**src/rtl/shift_pkg.sv**
```systemverilog
`default_nettype none
// ============================================================================
// Module      : shift_pkg
// Description : Shared definitions for the ARMv4 shifter-operand front end:
//               shift type encodings, front-end FSM states and the bit
//               positions of the fields inside the 12-bit operand2 field.
// Revision    : 1.0 - initial release
// ============================================================================
package shift_pkg;

  // Encoding of operand2[6:5]
  typedef enum logic [1:0] {
    SH_LSL = 2'b00,
    SH_LSR = 2'b01,
    SH_ASR = 2'b10,
    SH_ROR = 2'b11
  } shift_type_e;

  typedef enum logic [1:0] {
    ST_IDLE    = 2'b00,
    ST_RS_WAIT = 2'b01,
    ST_OUT     = 2'b10
  } state_e;

  // operand2 field positions
  localparam int OP2_ROT_MSB   = 11;  // immediate rotate (x2)
  localparam int OP2_ROT_LSB   = 8;
  localparam int OP2_IMM8_MSB  = 7;   // 8-bit immediate
  localparam int OP2_IMM8_LSB  = 0;
  localparam int OP2_SHAMT_MSB = 11;  // 5-bit immediate shift amount
  localparam int OP2_SHAMT_LSB = 7;
  localparam int OP2_TYPE_MSB  = 6;   // shift type
  localparam int OP2_TYPE_LSB  = 5;
  localparam int OP2_REGSH_BIT = 4;   // 1 = shift amount comes from Rs
  localparam int OP2_RS_MSB    = 11;  // Rs register index
  localparam int OP2_RS_LSB    = 8;

endpackage : shift_pkg
`default_nettype wire

```
**src/rtl/shift.sv**
```systemverilog
`default_nettype none
// ============================================================================
// Module      : shift
// Description : Combinational barrel shifter for one fixed shift type.
//               Amount 0 passes the operand and the incoming carry through;
//               amounts 1..DATA_WIDTH-1 shift normally and return the last
//               bit shifted out as carry.
// Ports       : i_op     - operand
//               i_amount - shift amount
//               i_carry  - carry returned when the amount is 0
//               o_result - shifted operand
//               o_carry  - shifter carry out
// Revision    : 1.0 - initial release
// ============================================================================
module shift
  import shift_pkg::*;
#(
  parameter int          DATA_WIDTH = 32,
  parameter shift_type_e SHIFT_TYPE = SH_LSL
) (
  input  logic [DATA_WIDTH-1:0]         i_op,
  input  logic [$clog2(DATA_WIDTH)-1:0] i_amount,
  input  logic                          i_carry,
  output logic [DATA_WIDTH-1:0]         o_result,
  output logic                          o_carry
);

  logic w_zero;
  assign w_zero = (i_amount == '0);

  if (SHIFT_TYPE == SH_LSL) begin : g_lsl
    // Extra MSB catches the last bit shifted out of the top
    logic [DATA_WIDTH:0] w_ext;
    assign w_ext    = {1'b0, i_op} << i_amount;
    assign o_result = w_ext[DATA_WIDTH-1:0];
    assign o_carry  = w_zero ? i_carry : w_ext[DATA_WIDTH];
  end else if (SHIFT_TYPE == SH_LSR) begin : g_lsr
    // Extra LSB catches the last bit shifted out of the bottom
    logic [DATA_WIDTH:0] w_ext;
    assign w_ext    = {i_op, 1'b0} >> i_amount;
    assign o_result = w_ext[DATA_WIDTH:1];
    assign o_carry  = w_zero ? i_carry : w_ext[0];
  end else if (SHIFT_TYPE == SH_ASR) begin : g_asr
    logic signed [DATA_WIDTH:0] w_ext;
    assign w_ext    = $signed({i_op, 1'b0}) >>> i_amount;
    assign o_result = w_ext[DATA_WIDTH:1];
    assign o_carry  = w_zero ? i_carry : w_ext[0];
  end else begin : g_ror
    // A shift by DATA_WIDTH yields 0, so amount 0 degenerates to i_op
    assign o_result = (i_op >> i_amount) | (i_op << (DATA_WIDTH - int'(i_amount)));
    assign o_carry  = w_zero ? i_carry : o_result[DATA_WIDTH-1];
  end

endmodule : shift
`default_nettype wire

```
**src/rtl/shifter_operand.sv**
```systemverilog
`default_nettype none
// ============================================================================
// Module      : shifter_operand
// Description : Sequential front end of the ARMv4 data-processing shifter.
//               Decodes operand2 (rotated immediate, immediate shift or
//               register shift), fetches Rs when needed, applies the ARM
//               special-case amount rules and returns {result, carry} over a
//               valid/ready handshake.
// Ports       : i_clk, i_rst_n          - clock, async active-low reset
//               i_valid/o_ready         - request handshake
//               i_imm, i_operand2       - instruction bit 25 and bits [11:0]
//               i_rm_data, i_carry      - Rm value and CPSR C flag
//               o_rs_req, o_rs_addr     - Rs read strobe and index
//               i_rs_data               - Rs value, one cycle after o_rs_req
//               o_valid/i_ready         - result handshake
//               o_result, o_carry       - shifter operand and carry out
// Revision    : 1.0 - initial release
// ============================================================================
module shifter_operand
  import shift_pkg::*;
#(
  parameter int DATA_WIDTH = 32
) (
  input  logic                  i_clk,
  input  logic                  i_rst_n,
  input  logic                  i_valid,
  output logic                  o_ready,
  input  logic                  i_imm,
  input  logic [11:0]           i_operand2,
  input  logic [DATA_WIDTH-1:0] i_rm_data,
  input  logic                  i_carry,
  output logic                  o_rs_req,
  output logic [3:0]            o_rs_addr,
  input  logic [DATA_WIDTH-1:0] i_rs_data,
  output logic                  o_valid,
  input  logic                  i_ready,
  output logic [DATA_WIDTH-1:0] o_result,
  output logic                  o_carry
);

  localparam int AW = $clog2(DATA_WIDTH);

  state_e                state_q, state_d;
  logic [DATA_WIDTH-1:0] rm_q;
  logic                  c_q;
  shift_type_e           type_q;
  logic [3:0]            rs_addr_q;
  logic [DATA_WIDTH-1:0] result_q, result_d;
  logic                  carry_q, carry_d;

  logic                  w_accept;
  logic                  w_in_regsh;
  logic                  w_sel_rs;
  logic                  w_imm_form;
  logic                  w_load;
  logic [DATA_WIDTH-1:0] w_src_rm;
  logic                  w_src_c;
  shift_type_e           w_type;
  logic [7:0]            w_amt8;
  logic [DATA_WIDTH-1:0] w_sh_op;
  logic [AW-1:0]         w_sh_amt;
  logic [DATA_WIDTH-1:0] w_sh_res [4];
  logic                  w_sh_c   [4];
  logic                  w_unused_rs;

  // Only the low byte of Rs is a shift amount
  assign w_unused_rs = ^i_rs_data[DATA_WIDTH-1:8];

  assign w_accept   = i_valid && o_ready;
  assign w_in_regsh = !i_imm && i_operand2[OP2_REGSH_BIT];

  // In RS_WAIT the datapath works on captured operands plus the arriving Rs;
  // in every other state it works directly on the request being accepted.
  assign w_sel_rs   = (state_q == ST_RS_WAIT);
  assign w_imm_form = !w_sel_rs && i_imm;
  assign w_src_rm   = w_sel_rs ? rm_q : i_rm_data;
  assign w_src_c    = w_sel_rs ? c_q  : i_carry;
  assign w_type     = w_sel_rs ? type_q
                               : shift_type_e'(i_operand2[OP2_TYPE_MSB:OP2_TYPE_LSB]);
  assign w_amt8     = w_sel_rs ? i_rs_data[7:0]
                               : 8'(i_operand2[OP2_SHAMT_MSB:OP2_SHAMT_LSB]);

  // Rotated immediate reuses the ROR unit: imm8 rotated by 2*rot
  assign w_sh_op  = w_imm_form ? DATA_WIDTH'(i_operand2[OP2_IMM8_MSB:OP2_IMM8_LSB]) : w_src_rm;
  assign w_sh_amt = w_imm_form ? AW'({i_operand2[OP2_ROT_MSB:OP2_ROT_LSB], 1'b0})
                               : w_amt8[AW-1:0];

  for (genvar t = 0; t < 4; t++) begin : g_shift
    shift #(
      .DATA_WIDTH (DATA_WIDTH),
      .SHIFT_TYPE (shift_type_e'(2'(t)))
    ) u_shift (
      .i_op     (w_sh_op),
      .i_amount (w_sh_amt),
      .i_carry  (w_src_c),
      .o_result (w_sh_res[t]),
      .o_carry  (w_sh_c[t])
    );
  end

  // Amount-zero and amount>=32 special cases layered over the 1..31 units
  always_comb begin
    result_d = w_sh_res[w_type];
    carry_d  = w_sh_c[w_type];
    if (w_imm_form) begin
      result_d = w_sh_res[SH_ROR];
      carry_d  = w_sh_c[SH_ROR];
    end else if (!w_sel_rs) begin
      // Immediate shift: #0 encodes #32 for LSR/ASR and RRX for ROR
      if (w_amt8[AW-1:0] == '0) begin
        case (w_type)
          SH_LSL: begin result_d = w_src_rm;                         carry_d = w_src_c; end
          SH_LSR: begin result_d = '0;                               carry_d = w_src_rm[DATA_WIDTH-1]; end
          SH_ASR: begin result_d = {DATA_WIDTH{w_src_rm[DATA_WIDTH-1]}}; carry_d = w_src_rm[DATA_WIDTH-1]; end
          SH_ROR: begin result_d = {w_src_c, w_src_rm[DATA_WIDTH-1:1]}; carry_d = w_src_rm[0]; end
        endcase
      end
    end else begin
      // Register shift uses the full 8-bit amount
      if (w_amt8 == 8'd0) begin
        result_d = w_src_rm;
        carry_d  = w_src_c;
      end else begin
        case (w_type)
          SH_LSL: begin
            if (w_amt8 == 8'd32) begin
              result_d = '0; carry_d = w_src_rm[0];
            end else if (w_amt8 > 8'd32) begin
              result_d = '0; carry_d = 1'b0;
            end
          end
          SH_LSR: begin
            if (w_amt8 == 8'd32) begin
              result_d = '0; carry_d = w_src_rm[DATA_WIDTH-1];
            end else if (w_amt8 > 8'd32) begin
              result_d = '0; carry_d = 1'b0;
            end
          end
          SH_ASR: begin
            if (w_amt8 >= 8'd32) begin
              result_d = {DATA_WIDTH{w_src_rm[DATA_WIDTH-1]}};
              carry_d  = w_src_rm[DATA_WIDTH-1];
            end
          end
          SH_ROR: begin
            // Whole multiples of 32 leave Rm in place but still set carry
            if (w_amt8[AW-1:0] == '0) begin
              result_d = w_src_rm;
              carry_d  = w_src_rm[DATA_WIDTH-1];
            end
          end
        endcase
      end
    end
  end

  // Next-state and handshake outputs
  always_comb begin
    state_d = state_q;
    o_ready = 1'b0;
    o_valid = 1'b0;
    case (state_q)
      ST_IDLE: begin
        o_ready = 1'b1;
        if (i_valid) state_d = w_in_regsh ? ST_RS_WAIT : ST_OUT;
      end
      ST_RS_WAIT: begin
        state_d = ST_OUT;
      end
      ST_OUT: begin
        o_valid = 1'b1;
        o_ready = i_ready;
        if (i_ready) begin
          if (i_valid) state_d = w_in_regsh ? ST_RS_WAIT : ST_OUT;
          else         state_d = ST_IDLE;
        end
      end
      default: state_d = ST_IDLE;
    endcase
  end

  // Result register loads on a non-Rs accept or at the end of RS_WAIT
  assign w_load = (w_accept && !w_in_regsh) || w_sel_rs;

  always_ff @(posedge i_clk or negedge i_rst_n) begin
    if (!i_rst_n) begin
      state_q   <= ST_IDLE;
      rm_q      <= '0;
      c_q       <= 1'b0;
      type_q    <= SH_LSL;
      rs_addr_q <= '0;
      result_q  <= '0;
      carry_q   <= 1'b0;
    end else begin
      state_q <= state_d;
      if (w_accept) begin
        rm_q      <= i_rm_data;
        c_q       <= i_carry;
        type_q    <= shift_type_e'(i_operand2[OP2_TYPE_MSB:OP2_TYPE_LSB]);
        rs_addr_q <= i_operand2[OP2_RS_MSB:OP2_RS_LSB];
      end
      if (w_load) begin
        result_q <= result_d;
        carry_q  <= carry_d;
      end
    end
  end

  // Rs strobe is combinational so the register file sees it in the accept cycle
  assign o_rs_req  = w_accept && w_in_regsh;
  assign o_rs_addr = o_rs_req ? i_operand2[OP2_RS_MSB:OP2_RS_LSB] : rs_addr_q;
  assign o_result  = result_q;
  assign o_carry   = carry_q;

endmodule : shifter_operand
`default_nettype wire

```
**config.mk**
```make
export PLATFORM = sky130hd
export DESIGN_NAME = shifter_operand
export DESIGN_NICKNAME = d
export VERILOG_FILES = /design/src/rtl/shift_pkg.sv /design/src/rtl/shift.sv /design/src/rtl/shifter_operand.sv
export SDC_FILE = /design/constraint.sdc
export NUM_CORES = 1
export LEC_CHECK = 0
export ABC_AREA = 0
export CAP_MARGIN = 15
export CELL_PAD_IN_SITES_DETAIL_PLACEMENT = 2
export CELL_PAD_IN_SITES_GLOBAL_PLACEMENT = 2
export CORE_ASPECT_RATIO = 2
export CORE_MARGIN = 10
export CORE_UTILIZATION = 34
export DETAILED_ROUTE_END_ITERATION = 12
export PLACE_DENSITY_LB_ADDON = 0.1
export SYNTH_ARGS = -nofsm -noshare
export SYNTH_HDL_FRONTEND = slang
export SYNTH_SLANG_ARGS = --single-unit
```
**constraint.sdc**
```tcl
create_clock -name i_clk -period 6.4 [get_ports i_clk]
set_input_delay 1.28 -clock i_clk [delete_from_list [all_inputs] [get_ports i_clk]]
set_output_delay 1.28 -clock i_clk [all_outputs]
set_load 0.02 [all_outputs]
```
==> flow_metrics.tcl, run 1 <==
set metrics [dict create \
    status "complete, no violations" \
    clk_pin_slew_ns 0.08 \
    slew_headroom_pct 9.976 \
    dp_hpwl_um 84750 \
    arrival_ns 6.35 \
    die_area_sq_um 47980 \
    core-area_sq_um 38800 \
    cts_resized 0 \
    reg2reg_depth 16 \
    grt_setup_unrepaired "no" \
    final_antenna_net_count 0 \
    die_h_um 299.9 \
    rr_endpoint "o_result[21]" \
    drt_iter0_drc 2533 \
    cp_common_cell "o21ai_0" \
    grt_max_degree 72 \
    firstDrtPassIters 5 \
    port_buffers 97 \
    drive_gt1_share_pct 12.71 \
    peakVddDrop_v 0.0002188 \
    drcViolationCount 0 \
    path_max_fanout 13 \
    grt_usage_pct 45.75 \
    cts_max_level 3 \
    grt_pass1_vias 19690 \
    antenna_found_initial 8 \
    hold_viol 0 \
    cts_tree "yes" \
    r2r-start "state_q[0]" \
    p_leak_nw 6.288 \
    yosysWarnings 0 \
    worstSetupPathType "input pin to flip-flop" \
    r2r_slack_ns 1.06 \
    p_total_w 0.003469 \
    cp-end-kind "flip-flop" \
    postSynthAreaPerCell_sq_um 6.811 \
    cts_setup_buffers 0 \
    fin_crit_sh_pct 95.19 \
    fin_setup_tns_ns 0 \
    setup_viol 0 \
    slowest_stage "nor2b_1" \
    syn_nets 2044 \
    synth_seq_area_share_pct 13.90 \
    vias_per_cell 7.484 \
    crit_chain "clkdlybuf4s50_1 -> nand2b_1 -> mux2i_4 -> inv_2 -> ha_1 -> nor2b_1 -> o21ai_0 -> nand2_1 -> nand3_1 -> nor2b_1 -> or3_1 -> o211ai_1 -> a2111oi_0 -> buf_4 -> o21ai_0 -> o21ai_0 -> a21oi_1" \
    ios 122 \
    ys_types 83 \
    mostFrequentLayoutCells "nand2_1 (320), nor2_1 (182), a21oi_1 (174), o21ai_0 (162), mux2i_1 (157)" \
    tightest_slew_ns 1.313 \
    cts_max_path_buffers 2 \
    ys_ff_latch 74 \
    synthFlopType "dfrtp_1" \
    synthCells 1956 \
    gr-total-overflow 0 \
    area_delta_synth_final_pct 17.24 \
    drv_cap 0 \
    endpoint "o_result[21]" \
    fin_crit_ns 6.092 \
    max_stage_delay_ns 0.64 \
    hold_buffers 0 \
    syn-cell-area_sq_um 13320 \
    synth_edf_count 0 \
    power_density_nw_per_um2 222.1 \
    maxSlewViolCount 0 \
    num-fill-cells 4784 \
    initial_core_util_pct 34.34 \
    nets 2113 \
    dieWidth_um 160.0 \
    crit_start "i_imm" \
    worstHoldPathType "flip-flop to flip-flop" \
    routed_wl_um 113500 \
    std_cell_rows 102 \
    holdWs_ns 0.4934 \
    worstPathRequired_ns 6.66 \
    finClkSkew_ns 0.02361 \
    via_count 19120 \
    start_kind "input pin" \
    wl_per_cell_um 44.43 \
    multi_input_area_sq_um 10680 \
    postSynth.asyncResetShare_pct 100.0 \
    final_common_cell "nand2_1" \
    gp_congestion 1.122 \
    cts_buffers 9 \
    fmax_mhz 164.1 \
    cts-root-buf "clkbuf_16" \
    seqCellArea_sq_um 1852 \
    grt_pass1_wl_um 157800 \
    cts_sinks 74 \
    worstSkewPairLatency_ns 0.39 \
]
-- worst min path at each step --
stage | startpoint | endpoint | cells after the start
after floorplan | rs_addr_q[2] | rs_addr_q[2] | 2
after global placement | rs_addr_q[1] | rs_addr_q[1] | 2
after detailed placement | rs_addr_q[1] | rs_addr_q[1] | 2
after CTS | rs_addr_q[1] | rs_addr_q[1] | 2
after global routing | rs_addr_q[1] | rs_addr_q[1] | 2
final | rs_addr_q[1] | rs_addr_q[1] | 2
-- power by group --
part           internal, W  leakage [nW]  switching, W  total (W)
combinational     0.000674          5.24       0.00142    0.00209
sequential        0.000566         0.904      0.000228   0.000794
clock             0.000310         0.146      0.000271   0.000581
-- per-stage QoR --
step / utilization, % / std cells / worst slack [ns] / area, sq um
2_1_floorplan: - / 1956 / 1.257 / 13320
4_1_cts: 40.16 / 2547 / 0.7096 / 15580
6_report: 40.26 / 2554 / 0.3078 / 15620
3_3_place_gp: 39.36 / 2531 / 0.6270 / 15270
5_1_grt: 40.23 / 2550 / 0.07786 / 15610
3_5_place_dp: 39.36 / 2531 / 0.3146 / 15270
-- critical path, delay by kind of cell --
family	cells	cell delay [ns]
AOI/OAI and AO/OA	6	1.74
muxes	1	0.18
adders and majority gates	1	0.25
and+or+nand+nor	6	2.04
buffers and inverters	3	0.85
-- layer usage --
metal	track usage (%)	vias up	wire length (um)
met4	47.37	8	14890
met2	71.39	1486	50210
met3	12.39	609	11090
met1	47.65	9475	37180
li1	-	7537	-
met5	0.3096	-	111
-- cells in the mapped netlist, types with 8 or more instances --
cell	n	area, sq um
o31ai_1	19	142.6
nor4_1	9	56.30
o22a_1	18	157.7
nand2_1	320	1201
dfrtp_1	74	1852
mux2i_1	159	1592
a2111oi_0	12	105.1
a22oi_1	11	82.58
a31oi_1	43	269.0
o21ai_0	162	810.8
o32ai_1	9	78.83
o221ai_1	16	140.1
a21oi_1	175	875.8
a211oi_1	42	315.3
o21ai_1	9	45.04
a311oi_1	8	70.07
nor2_1	182	683.2
a32oi_1	9	78.83
and3b_1	11	96.34
buf_1	24	90.09
and2_1	9	56.30
a221oi_1	22	192.7
a211o_1	8	70.07
nor3_1	57	285.3
clkbuf_1	103	386.6
a21o_1	13	97.59
buf_2	45	225.2
mux2_2	52	585.6
mux4_2	14	315.3
inv_1	14	52.55
nand2b_1	18	112.6
o22ai_1	36	225.2
nand3_1	41	205.2
o211ai_1	41	307.8
nor2b_1	13	81.33
or3_1	8	50.05
and3_1	15	93.84
-- cells by family (layout without fill, tap and decap cells) --
logic type	Yosys count	after routing	synth area share (%)
buffers and inverters	200	274	6.396
flip-flops	74	74	13.90
AO/OA/AOI/OAI	740	740	36.42
multiplexers	232	232	19.60
AND/OR/NAND/NOR	704	704	23.11
adder cells (fa/ha/maj)	6	6	0.5635
other	0	4	0
-- state kept, by name, indices dropped and copies added (netlist names) --
register and flops:
c_q 1, o_carry 1, o_result 32, rm_q 32, rs_addr_q 4, state_q 2, type_q 2
-- area by class of cell --
| class | count | share of cell area [%] |
|---|---|---|
| flip-flops and latches | 74 | 11.86 |
| clock inverters | 7 | 0.5447 |
| repair buffers | 239 | 13.12 |
| well taps | 520 | 4.166 |
| inverters | 19 | 0.4566 |
| multi-input cells | 1682 | 68.35 |
| diodes | 4 | 0.06409 |
| clock buffers | 9 | 1.442 |
(Power assumes the default switching activity.)
==> run 2: changes to the inputs <==
--- a/config.mk
+++ b/config.mk
@@ -13,6 +13,7 @@
 export CORE_MARGIN = 10
 export CORE_UTILIZATION = 34
 export DETAILED_ROUTE_END_ITERATION = 12
+export MAX_ROUTING_LAYER = met4
 export PLACE_DENSITY_LB_ADDON = 0.1
 export SYNTH_ARGS = -nofsm -noshare
 export SYNTH_HDL_FRONTEND = slang
==> flow_metrics.tcl, run 2 (synthesis results as in run 1) <==
set metrics [dict create \
    status "complete, no violations" \
    grt_setup_unrepaired "no" \
    mostFrequentLayoutCells "nand2_1 (320), nor2_1 (182), a21oi_1 (174), o21ai_0 (161), mux2i_1 (158)" \
    cts_buffers 9 \
    dieWidth_um 160.0 \
    dp_hpwl_um 87790 \
    port_buffers 97 \
    final_antenna_net_count 0 \
    worstSkewPairLatency_ns 0.39 \
    std_cell_rows 102 \
    grt_pass1_wl_um 164200 \
    tightest_slew_ns 1.331 \
    vias_per_cell 7.603 \
    nets 2114 \
    crit_start "i_imm" \
    final_common_cell "nand2_1" \
    max_stage_delay_ns 0.91 \
    hold_end "o_result[10]" \
    r2r_slack_ns 0.54 \
    r2r-start "state_q[1]" \
    reg2reg_depth 15 \
    worstHoldPathType "flip-flop to flip-flop" \
    die_h_um 299.9 \
    drv_cap 0 \
    cts_max_level 3 \
    maxSlewViolCount 0 \
    setup_viol 0 \
    slowest_stage "o21ai_0" \
    finClkSkew_ns 0.01622 \
    slew_headroom_pct 11.28 \
    drcViolationCount 0 \
    antenna_found_initial 10 \
    cts_resized 0 \
    met3_length_um 12060 \
    grt_usage_pct 49.03 \
    cts_setup_buffers 0 \
    hold_path_depth 2 \
    wl_per_cell_um 46.00 \
    fin_area_sq_um 15660 \
    fin_setup_tns_ns 0 \
    cts_sinks 74 \
    hold_buffers 0 \
    peakVddDrop_v 0.0002530 \
    start_kind "input pin" \
    cts_max_path_buffers 2 \
    grt_max_degree 75 \
    stdcell_count 2560 \
    initial_core_util_pct 34.34 \
    drt_iter0_drc 2603 \
    post_dp_cell_area_sq_um 15300 \
    met1_length_um 38030 \
    path_depth 16 \
    core-area_sq_um 38800 \
    clk_pin_slew_ns 0.08 \
    cts-root-buf "clkbuf_16" \
    hold_viol 0 \
    area_delta_synth_final_pct 17.52 \
    die_area_sq_um 47980 \
    arrival_ns 6.48 \
    path_max_fanout 30 \
    via_count 19460 \
    route.met2.wl_um 52620 \
    grt_pass1_vias 19980 \
    p_leak_nw 6.307 \
    firstDrtPassIters 6 \
    fin_crit_ns 6.177 \
    cts_tree "yes" \
    topRoutingLayerUsed "met4" \
    post-place-cells 2531 \
    rr_endpoint "o_result[12]" \
    fin_crit_sh_pct 96.52 \
    routed_wl_um 117800 \
    cp-end-kind "flip-flop" \
    drive_gt1_share_pct 12.70 \
    gr-total-overflow 0 \
    cpLargestDelayFamily "compound AO/OA/AOI/OAI gates" \
    worstSetupPathType "input pin to flip-flop" \
    min_from "o_result[10]" \
    fmax_mhz 161.9 \
    holdWs_ns 0.4889 \
    crit_buf_inv 3 \
    ios 122 \
    gp_congestion 1.124 \
    power_density_nw_per_um2 225.4 \
    crit_chain "clkdlybuf4s50_1 -> nand2b_1 -> mux2i_4 -> inv_2 -> ha_1 -> nor2b_1 -> o21ai_0 -> nand2_1 -> buf_4 -> nand2_1 -> o2bb2ai_1 -> o21ai_1 -> o21ai_0 -> o211ai_1 -> a211o_1 -> a32oi_1" \
    worstPathRequired_ns 6.70 \
]
-- run 2: cell types whose count changed in the layout (fill, tap and decap cells not counted), sizes merged --
cell / change
clkinv: -1
inv: +1
diode: +5
buf: -2
clkbuf: +3
-- run 2: area by class of cell --
cell class,instances,area [sq um]
Clock inverter,7,82.58
Timing Repair Buffer,240,2079
Antenna cell,9,22.52
Clock buffer,9,225.2
Tap cell,520,650.6
Inverter,19,71.32
Fill cell,4766,23140
Multi-Input combinational cell,1682,10670
Sequential cell,74,1852
-- run 2: worst max-delay path by stage --
stage | endpoint | slack (ns)
after global routing | o_result[12] | 0.17
after floorplan | o_result[24] | 1.26
after CTS | o_carry | 0.66
after detailed placement | o_carry | 0.32
after global placement | o_carry | 0.54
final | o_result[12] | 0.22
-- run 2: routing by layer --
layer	track usage, %	vias to the layer above
met5	-	-
met4	47.70	0
met3	14.41	674
met2	74.45	1620
met1	49.34	9641
li1	-	7529
-- run 2: tightest hold or removal path, stage by stage, from the launching register on --
cell     delay (ns)
dfrtp_1        0.35
nand2_1        0.05
o31ai_1        0.05
-- run 2: through the flow --
stage	setup WS, ns	power (W)	util, %
finish	0.2228	0.003529	40.35
global route	0.1718	0.003569	40.35
CTS	0.6614	0.003368	40.22
detailed placement	0.3163	0.002762	39.43
global placement	0.5449	0.002690	39.43
floorplan	1.257	0.001676	-
-- run 2: where the power goes --
group / internal [W] / total (W) / leakage [nW] / switching (W)
registers: 0.000566 / 0.000789 / 0.904 / 0.000223
clock network: 0.000311 / 0.000604 / 0.145 / 0.000293
logic: 0.000675 / 0.00214 / 5.26 / 0.00146
total: 0.00155 / 0.00353 / 6.31 / 0.00198
